File: config.mk
export PLATFORM = sky130hd
export DESIGN_NAME = keyboard
export DESIGN_NICKNAME = d
export VERILOG_FILES = /design/src/rtl/keyboard.sv
export SDC_FILE = /design/constraint.sdc
export NUM_CORES = 1
export LEC_CHECK = 0
export BUFFER_PORTS_ARGS = -buffer_cell sky130_fd_sc_hd__buf_2
export CAP_MARGIN = 30
export CORE_MARGIN = 8
export CORE_UTILIZATION = 25
export CTS_BUF_LIST = sky130_fd_sc_hd__clkbuf_8
export CTS_CLUSTER_DIAMETER = 30
export DETAILED_ROUTE_END_ITERATION = 12
export PLACE_DENSITY = 0.49
export SLEW_MARGIN = 5
export SYNTH_ARGS = -nofsm -noshare
export SYNTH_HDL_FRONTEND = slang
export SYNTH_SLANG_ARGS = --single-unit
File: constraint.sdc
create_clock -name clock -period 7.2 [get_ports clock]
set_clock_uncertainty 0.15 [all_clocks]
set_input_delay 1.44 -clock clock [delete_from_list [all_inputs] [get_ports clock]]
set_output_delay 1.44 -clock clock [all_outputs]
set_load 0.02 [all_outputs]
File: src/rtl/keyboard.sv
// -----------------------------------------------------------------------------
// keyboard -- PS/2 set-2 scan code decoder driving a ZX Spectrum 8x5 key matrix.
//
// Ports
//   clock        system clock; all state changes on the rising edge
//   reset        asynchronous, active-low; clears all state while low
//   ce           clock enable; state advances only on edges with ce=1
//   kstb         one-ce-cycle strobe from the PS/2 receiver; code valid with it
//   code[7:0]    PS/2 set-2 scan code byte
//   addr[7:0]    ZX row select (CPU A15..A8); a low bit r selects row r
//   keys[4:0]    ZX column data, active-low, combinational from addr
//   nmi          high while F5 (03) is held
//   boot         high while F12 (07) is held
//
// Internally a held key is a 1 in 'matrix'. Keys that stand for two ZX keys
// (Backspace, cursor arrows) keep private 'combo' bits that are ORed into the
// matrix only at the read port, so a combo release never cancels a physically
// held CapsShift or digit.
// -----------------------------------------------------------------------------
module keyboard (
  input  logic       clock,
  input  logic       reset,
  input  logic       ce,
  input  logic       kstb,
  input  logic [7:0] code,
  input  logic [7:0] addr,
  output logic [4:0] keys,
  output logic       nmi,
  output logic       boot
);

  localparam logic [7:0] CODE_EXT   = 8'hE0;
  localparam logic [7:0] CODE_BRK   = 8'hF0;
  localparam logic [7:0] CODE_PAUSE = 8'hE1;

  // Combo bit assignment.
  localparam int CB_BKSP  = 0;  // Backspace   -> CapsShift + 0
  localparam int CB_LEFT  = 1;  // E0 6B       -> CapsShift + 5
  localparam int CB_DOWN  = 2;  // E0 72       -> CapsShift + 6
  localparam int CB_UP    = 3;  // E0 75       -> CapsShift + 7
  localparam int CB_RIGHT = 4;  // E0 74       -> CapsShift + 8

  typedef struct packed {
    logic       hit;
    logic [2:0] row;
    logic [2:0] col;
  } key_pos_t;

  // Non-extended scan code to matrix position.
  function automatic key_pos_t map_code(input logic [7:0] c);
    key_pos_t p;
    p = '0;
    p.hit = 1'b1;
    case (c)
      8'h12: begin p.row = 3'd0; p.col = 3'd0; end  // LShift (CapsShift)
      8'h1A: begin p.row = 3'd0; p.col = 3'd1; end  // Z
      8'h22: begin p.row = 3'd0; p.col = 3'd2; end  // X
      8'h21: begin p.row = 3'd0; p.col = 3'd3; end  // C
      8'h2A: begin p.row = 3'd0; p.col = 3'd4; end  // V
      8'h1C: begin p.row = 3'd1; p.col = 3'd0; end  // A
      8'h1B: begin p.row = 3'd1; p.col = 3'd1; end  // S
      8'h23: begin p.row = 3'd1; p.col = 3'd2; end  // D
      8'h2B: begin p.row = 3'd1; p.col = 3'd3; end  // F
      8'h34: begin p.row = 3'd1; p.col = 3'd4; end  // G
      8'h15: begin p.row = 3'd2; p.col = 3'd0; end  // Q
      8'h1D: begin p.row = 3'd2; p.col = 3'd1; end  // W
      8'h24: begin p.row = 3'd2; p.col = 3'd2; end  // E
      8'h2D: begin p.row = 3'd2; p.col = 3'd3; end  // R
      8'h2C: begin p.row = 3'd2; p.col = 3'd4; end  // T
      8'h16: begin p.row = 3'd3; p.col = 3'd0; end  // 1
      8'h1E: begin p.row = 3'd3; p.col = 3'd1; end  // 2
      8'h26: begin p.row = 3'd3; p.col = 3'd2; end  // 3
      8'h25: begin p.row = 3'd3; p.col = 3'd3; end  // 4
      8'h2E: begin p.row = 3'd3; p.col = 3'd4; end  // 5
      8'h45: begin p.row = 3'd4; p.col = 3'd0; end  // 0
      8'h46: begin p.row = 3'd4; p.col = 3'd1; end  // 9
      8'h3E: begin p.row = 3'd4; p.col = 3'd2; end  // 8
      8'h3D: begin p.row = 3'd4; p.col = 3'd3; end  // 7
      8'h36: begin p.row = 3'd4; p.col = 3'd4; end  // 6
      8'h4D: begin p.row = 3'd5; p.col = 3'd0; end  // P
      8'h44: begin p.row = 3'd5; p.col = 3'd1; end  // O
      8'h43: begin p.row = 3'd5; p.col = 3'd2; end  // I
      8'h3C: begin p.row = 3'd5; p.col = 3'd3; end  // U
      8'h35: begin p.row = 3'd5; p.col = 3'd4; end  // Y
      8'h5A: begin p.row = 3'd6; p.col = 3'd0; end  // Enter
      8'h4B: begin p.row = 3'd6; p.col = 3'd1; end  // L
      8'h42: begin p.row = 3'd6; p.col = 3'd2; end  // K
      8'h3B: begin p.row = 3'd6; p.col = 3'd3; end  // J
      8'h33: begin p.row = 3'd6; p.col = 3'd4; end  // H
      8'h29: begin p.row = 3'd7; p.col = 3'd0; end  // Space
      8'h59: begin p.row = 3'd7; p.col = 3'd1; end  // RShift -> SymShift
      8'h14: begin p.row = 3'd7; p.col = 3'd1; end  // LCtrl  -> SymShift
      8'h3A: begin p.row = 3'd7; p.col = 3'd2; end  // M
      8'h31: begin p.row = 3'd7; p.col = 3'd3; end  // N
      8'h32: begin p.row = 3'd7; p.col = 3'd4; end  // B
      default: p.hit = 1'b0;
    endcase
    return p;
  endfunction

  // ---------------------------------------------------------------------------
  // State
  // ---------------------------------------------------------------------------
  logic [7:0][4:0] matrix, matrix_n;
  logic [4:0]      combo,  combo_n;
  logic            ext,    ext_n;
  logic            brk,    brk_n;
  logic [2:0]      skip,   skip_n;
  logic            nmi_n,  boot_n;

  // NOTE: the key matrix is state the CPU reads directly, so it is reset with
  // everything else; leaving it unreset would show phantom keys after power-up.
  // NOTE: sequential state uses non-blocking assignments so every register
  // samples the pre-edge values computed by the next-state logic.
  always_ff @(posedge clock or negedge reset) begin
    if (!reset) begin
      matrix <= '0;
      combo  <= '0;
      ext    <= 1'b0;
      brk    <= 1'b0;
      skip   <= 3'd0;
      nmi    <= 1'b0;
      boot   <= 1'b0;
    end else begin
      matrix <= matrix_n;
      combo  <= combo_n;
      ext    <= ext_n;
      brk    <= brk_n;
      skip   <= skip_n;
      nmi    <= nmi_n;
      boot   <= boot_n;
    end
  end

  // ---------------------------------------------------------------------------
  // Next-state decode
  // ---------------------------------------------------------------------------
  key_pos_t pos;

  // NOTE: every combinational output is given a default first so no path
  // leaves it unassigned, which would infer a latch.
  always_comb begin
    matrix_n = matrix;
    combo_n  = combo;
    ext_n    = ext;
    brk_n    = brk;
    skip_n   = skip;
    nmi_n    = nmi;
    boot_n   = boot;
    pos      = map_code(code);

    if (ce && kstb) begin
      if (skip != 3'd0) begin
        // Swallowing the remainder of the Pause sequence.
        skip_n = skip - 3'd1;
      end else if (code == CODE_PAUSE) begin
        skip_n = 3'd7;
      end else if (code == CODE_EXT) begin
        ext_n = 1'b1;
      end else if (code == CODE_BRK) begin
        brk_n = 1'b1;
      end else begin
        // Key event: mapped or not, the prefix flags are consumed here.
        ext_n = 1'b0;
        brk_n = 1'b0;
        if (!ext) begin
          if (pos.hit) matrix_n[pos.row][pos.col] = ~brk;
          case (code)
            8'h66:   combo_n[CB_BKSP] = ~brk;
            8'h03:   nmi_n            = ~brk;
            8'h07:   boot_n           = ~brk;
            default: ;
          endcase
        end else begin
          case (code)
            8'h6B:   combo_n[CB_LEFT]  = ~brk;
            8'h72:   combo_n[CB_DOWN]  = ~brk;
            8'h75:   combo_n[CB_UP]    = ~brk;
            8'h74:   combo_n[CB_RIGHT] = ~brk;
            default: ;
          endcase
        end
      end
    end
  end

  // ---------------------------------------------------------------------------
  // Read port: fold combo bits into the matrix, then wired-AND selected rows.
  // ---------------------------------------------------------------------------
  logic [7:0][4:0] eff;
  logic [4:0]      pressed;

  always_comb begin
    eff       = matrix;
    eff[0][0] = matrix[0][0] | (|combo);          // CapsShift
    eff[4][0] = matrix[4][0] | combo[CB_BKSP];    // 0
    eff[3][4] = matrix[3][4] | combo[CB_LEFT];    // 5
    eff[4][4] = matrix[4][4] | combo[CB_DOWN];    // 6
    eff[4][3] = matrix[4][3] | combo[CB_UP];      // 7
    eff[4][2] = matrix[4][2] | combo[CB_RIGHT];   // 8

    pressed = '0;
    for (int r = 0; r < 8; r++) begin
      if (!addr[r]) pressed = pressed | eff[r];
    end
    keys = ~pressed;
  end

endmodule

==> run_results.csv <==
group,metric,value,unit
finish,ff_latch_area,1301,µm²
detailed_routing,dr.pass1.iters,5,
critical_path,cp-start-kind,"primary input",
detailed_routing,avgRoutedWirePerCell,17.64,µm
run_status,status,"complete, no violations",
logic_synthesis,synthXorXnorAreaFrac,0.01026,
finish,final_common_cell,"dfrtp_1",
clocking,clock-sinks,52,
critical_path,cp_slowest_cell,"nor4bb_1",
logic_synthesis,syn-num-nets,404,
logic_synthesis,synth-compound-area-share,0.2742,
critical_path,crit_fanout,20,
floorplanning,start_util,0.2567,
detailed_routing,finalWirelength,9.914,mm
logic_synthesis,yosys.area_share.simple,0.2236,
power_and_ir_drop,power_density,177.3,nW/µm²
clocking,hold_buffers,0,
finish,drive_above_1_share,0.1166,
logic_synthesis,synthArstFlopShare,1.000,
clocking,clock_path_buffers,2,
grt,grt_usage,0.1092,
sta,finalCriticalPeriod,4.188,ns
logic_synthesis,synth_mux_area_frac,0.03519,
logic_synthesis,synth_top_family_by_area,"compound AO/OA/AOI/OAI gates",
sta,fmax,238.8,MHz
clocking,post-cts-setup-buffer-count,0,
placed_design,portBuffers,26,
floorplanning,dieWidth,132.8,µm
logic_synthesis,synth_ff_type,"dfrtp_1",
grt,grt_max_degree,53,
logic_synthesis,synth_cell_type_count,68,
critical_path,worst_ep_required_time,7.27,ns
power_and_ir_drop,cellLeakagePower,1.561,nW
logic_synthesis,yosysWarnings,0,
grt,overflow,0,
logic_synthesis,synth_area_leaders,"dfrtp_1 38%, a21oi_1 4.0%, a31oi_1 3.8%",
critical_path,worstPathArrival,4.26,ns
finish,final_nets,408,
detailed_routing,drc_errors,0,
grt,antenna_found_initial,0,
clocking,root_buffer,"clkbuf_8",
sta,setup-violations-final,0,
grt,first_global_vias,2868,
sta,drv_slew,0,
clocking,clock_latency,0.30,ns
min_path,hold_path_class,"register to register",
detailed_routing,ant_nets,0,
floorplanning,fp.dieH,132.8,µm
sta,slew_headroom,0.3166,
clocking,cts_tree,"yes",
sta,fin_crit_sh,0.5817,
detailed_routing,avgViaCountPerCell,5.388,
logic_synthesis,synthAdderAreaFrac,0.007331,
finish,diodes,0,
logic_synthesis,synthCells,382,
placed_design,hpwl,6.993,mm
finish,area.growth.synth_to_final,8.908,%
sta,worst_pin_slew,1.011,ns
finish,fillers,1398,
finish,multiInputGateArea,1879,µm²
logic_synthesis,syn_area,3413,µm²
floorplanning,row_count,42,
logic_synthesis,synth_top_area_share,0.3812,
sta,rsz0062_at_grt,"no",
clocking,cts_buffers,5,
logic_synthesis,yosysSeqAreaShare,0.3812,
finish,layout_common_cells,"52 x dfrtp_1, 27 x a21oi_1, 26 x nor2_1, 26 x buf_2, 24 x inv_1",
clocking,cts_resized,0,
critical_path,setup.worst_path.end_class,"register",
critical_path,critPathTopFamily,"simple AND/OR/NAND/NOR gates",
sta,final_hold_viol_count,0,
floorplanning,die-area,17650,µm²
logic_synthesis,yosys.area.top_type,"dfrtp_1",
placed_design,post_dp_cell_area,3636,µm²
floorplanning,ios,27,
critical_path,max_stage_delay,0.91,ns
logic_synthesis,synth-seq-cells,52,
power_and_ir_drop,ir_worst_vdd,0.00009197,V
detailed_routing,drtIter0Drc,268,
detailed_routing,vias,3028,
logic_synthesis,synth_edf_count,0,
floorplanning,core_region_area,13300,µm²
clocking,clkTransAtPathRegs,0.09,ns
critical_path,crit_type,"primary input to register",
grt,grt_pass1_wl,15.89,mm
flow_run,maxCapViolations,0,
placed_design,gp_congestion,0.8913,
sta,finalSetupTns,0,ns
critical_path,path_cells,"buf_2, nor4bb_1, a22oi_1, o21ai_0, nor4_2, nor2b_1, a21oi_1, a31oi_1",
critical_path,crit_buf_inv,1,
logic_synthesis,avgSynthCellArea,8.935,µm²
finish,postLayoutCellArea,3717,µm²
clocking,cts-htree-levels,2,
-- stage by stage --
stage | instances | setup WS, ns | total power, W | util | hold WS [ns]
finish | 562 | 3.012 | 0.0006593 | 0.2796 | 0.3490
global route | 562 | 2.688 | 0.0006942 | 0.2796 | 0.3907
CTS | 562 | 3.047 | 0.0006624 | 0.2796 | 0.3540
detailed placement | 555 | 2.737 | 0.0004990 | 0.2735 | 0.3413
global placement | 555 | 2.783 | 0.0004976 | 0.2735 | 0.3237
floorplan | 382 | 3.367 | 0.0004504 | - | 0.2982
-- cells by family (layout without fill, tap and decap cells) --
logic type                 Yosys count  count (layout)
AOI/OAI and AO/OA                  135             135
xor gates and xnor gates             4               4
adders and majority gates            2               2
buffers and inverters               55              59
DFF                                 52              52
muxes                               12              12
and+or+nand+nor                    122             122
-- per-layer routing --
metal | GRT usage | up-vias | part of all wire
li1 | - | 1450 | -
met1 | 0.1533 | 1492 | 0.49
met2 | 0.1715 | 73 | 0.46
met3 | 0.01476 | 13 | 0.035
met4 | 0.02713 | 0 | 0.010
met5 | 0 | - | 0
-- final cells by class --
type / count / area share
Timing Repair Buffer: 28 / 0.03904
Clock inverter: 2 / 0.003366
Sequential cell: 52 / 0.3501
Inverter: 24 / 0.02423
Tap cell: 176 / 0.05924
Multi-Input combinational cell: 275 / 0.5056
Clock buffer: 5 / 0.01851
-- Yosys cell counts, types with 3 or more instances --
| master | count |
|---|---|
| nor3b_2 | 3 |
| nand4_1 | 4 |
| nor2_1 | 26 |
| a221oi_1 | 4 |
| a22oi_1 | 6 |
| buf_2 | 18 |
| nor4b_1 | 3 |
| o21ai_0 | 22 |
| nor3b_1 | 5 |
| o22ai_1 | 5 |
| dfrtp_1 | 52 |
| nand2b_1 | 13 |
| a211oi_1 | 4 |
| and3b_1 | 3 |
| mux2i_1 | 12 |
| clkbuf_1 | 10 |
| and3_1 | 7 |
| inv_1 | 24 |
| nand3_1 | 8 |
| o31ai_1 | 13 |
| nand4b_1 | 3 |
| nor3_1 | 5 |
| nand3b_1 | 6 |
| a21oi_1 | 27 |
| nand2_1 | 11 |
| a22o_1 | 3 |
| a31oi_1 | 21 |
| nor2b_1 | 8 |
| or4b_1 | 3 |
-- power by group --
group | internal (W) | total, W | switching [W]
registers | 0.000313 | 0.000328 | 0.0000151
clock network | 0.0000662 | 0.000165 | 0.0000993
logic | 0.0000494 | 0.000165 | 0.000116
total | 0.000429 | 0.000659 | 0.000230
-- path summary, 6_finish.rpt --
path	startpoint	endpoint	slack [ns]	cells past startpoint
max	code[5]	eff[17]$_DFFE_PN0P_	3.01	8
min	skip[0]$_DFFE_PN0P_	skip[0]$_DFFE_PN0P_	0.35	1
max reg2reg	skip[0]$_DFFE_PN0P_	eff[5]$_DFFE_PN0P_	4.11	9
min reg2reg	skip[0]$_DFFE_PN0P_	skip[0]$_DFFE_PN0P_	0.35	1
max in group asynchronous	reset	eff[5]$_DFFE_PN0P_	5.35	2
min in group asynchronous	reset	eff[6]$_DFFE_PN0P_	1.08	2
-- flip-flops by register name (all words and copies together) (netlist names) --
signal and cells:
brk 1, ext 1, combo 5, boot 1, eff 34, matrix 6
nmi 1, skip 3
Power figures use the tool's default switching activity.
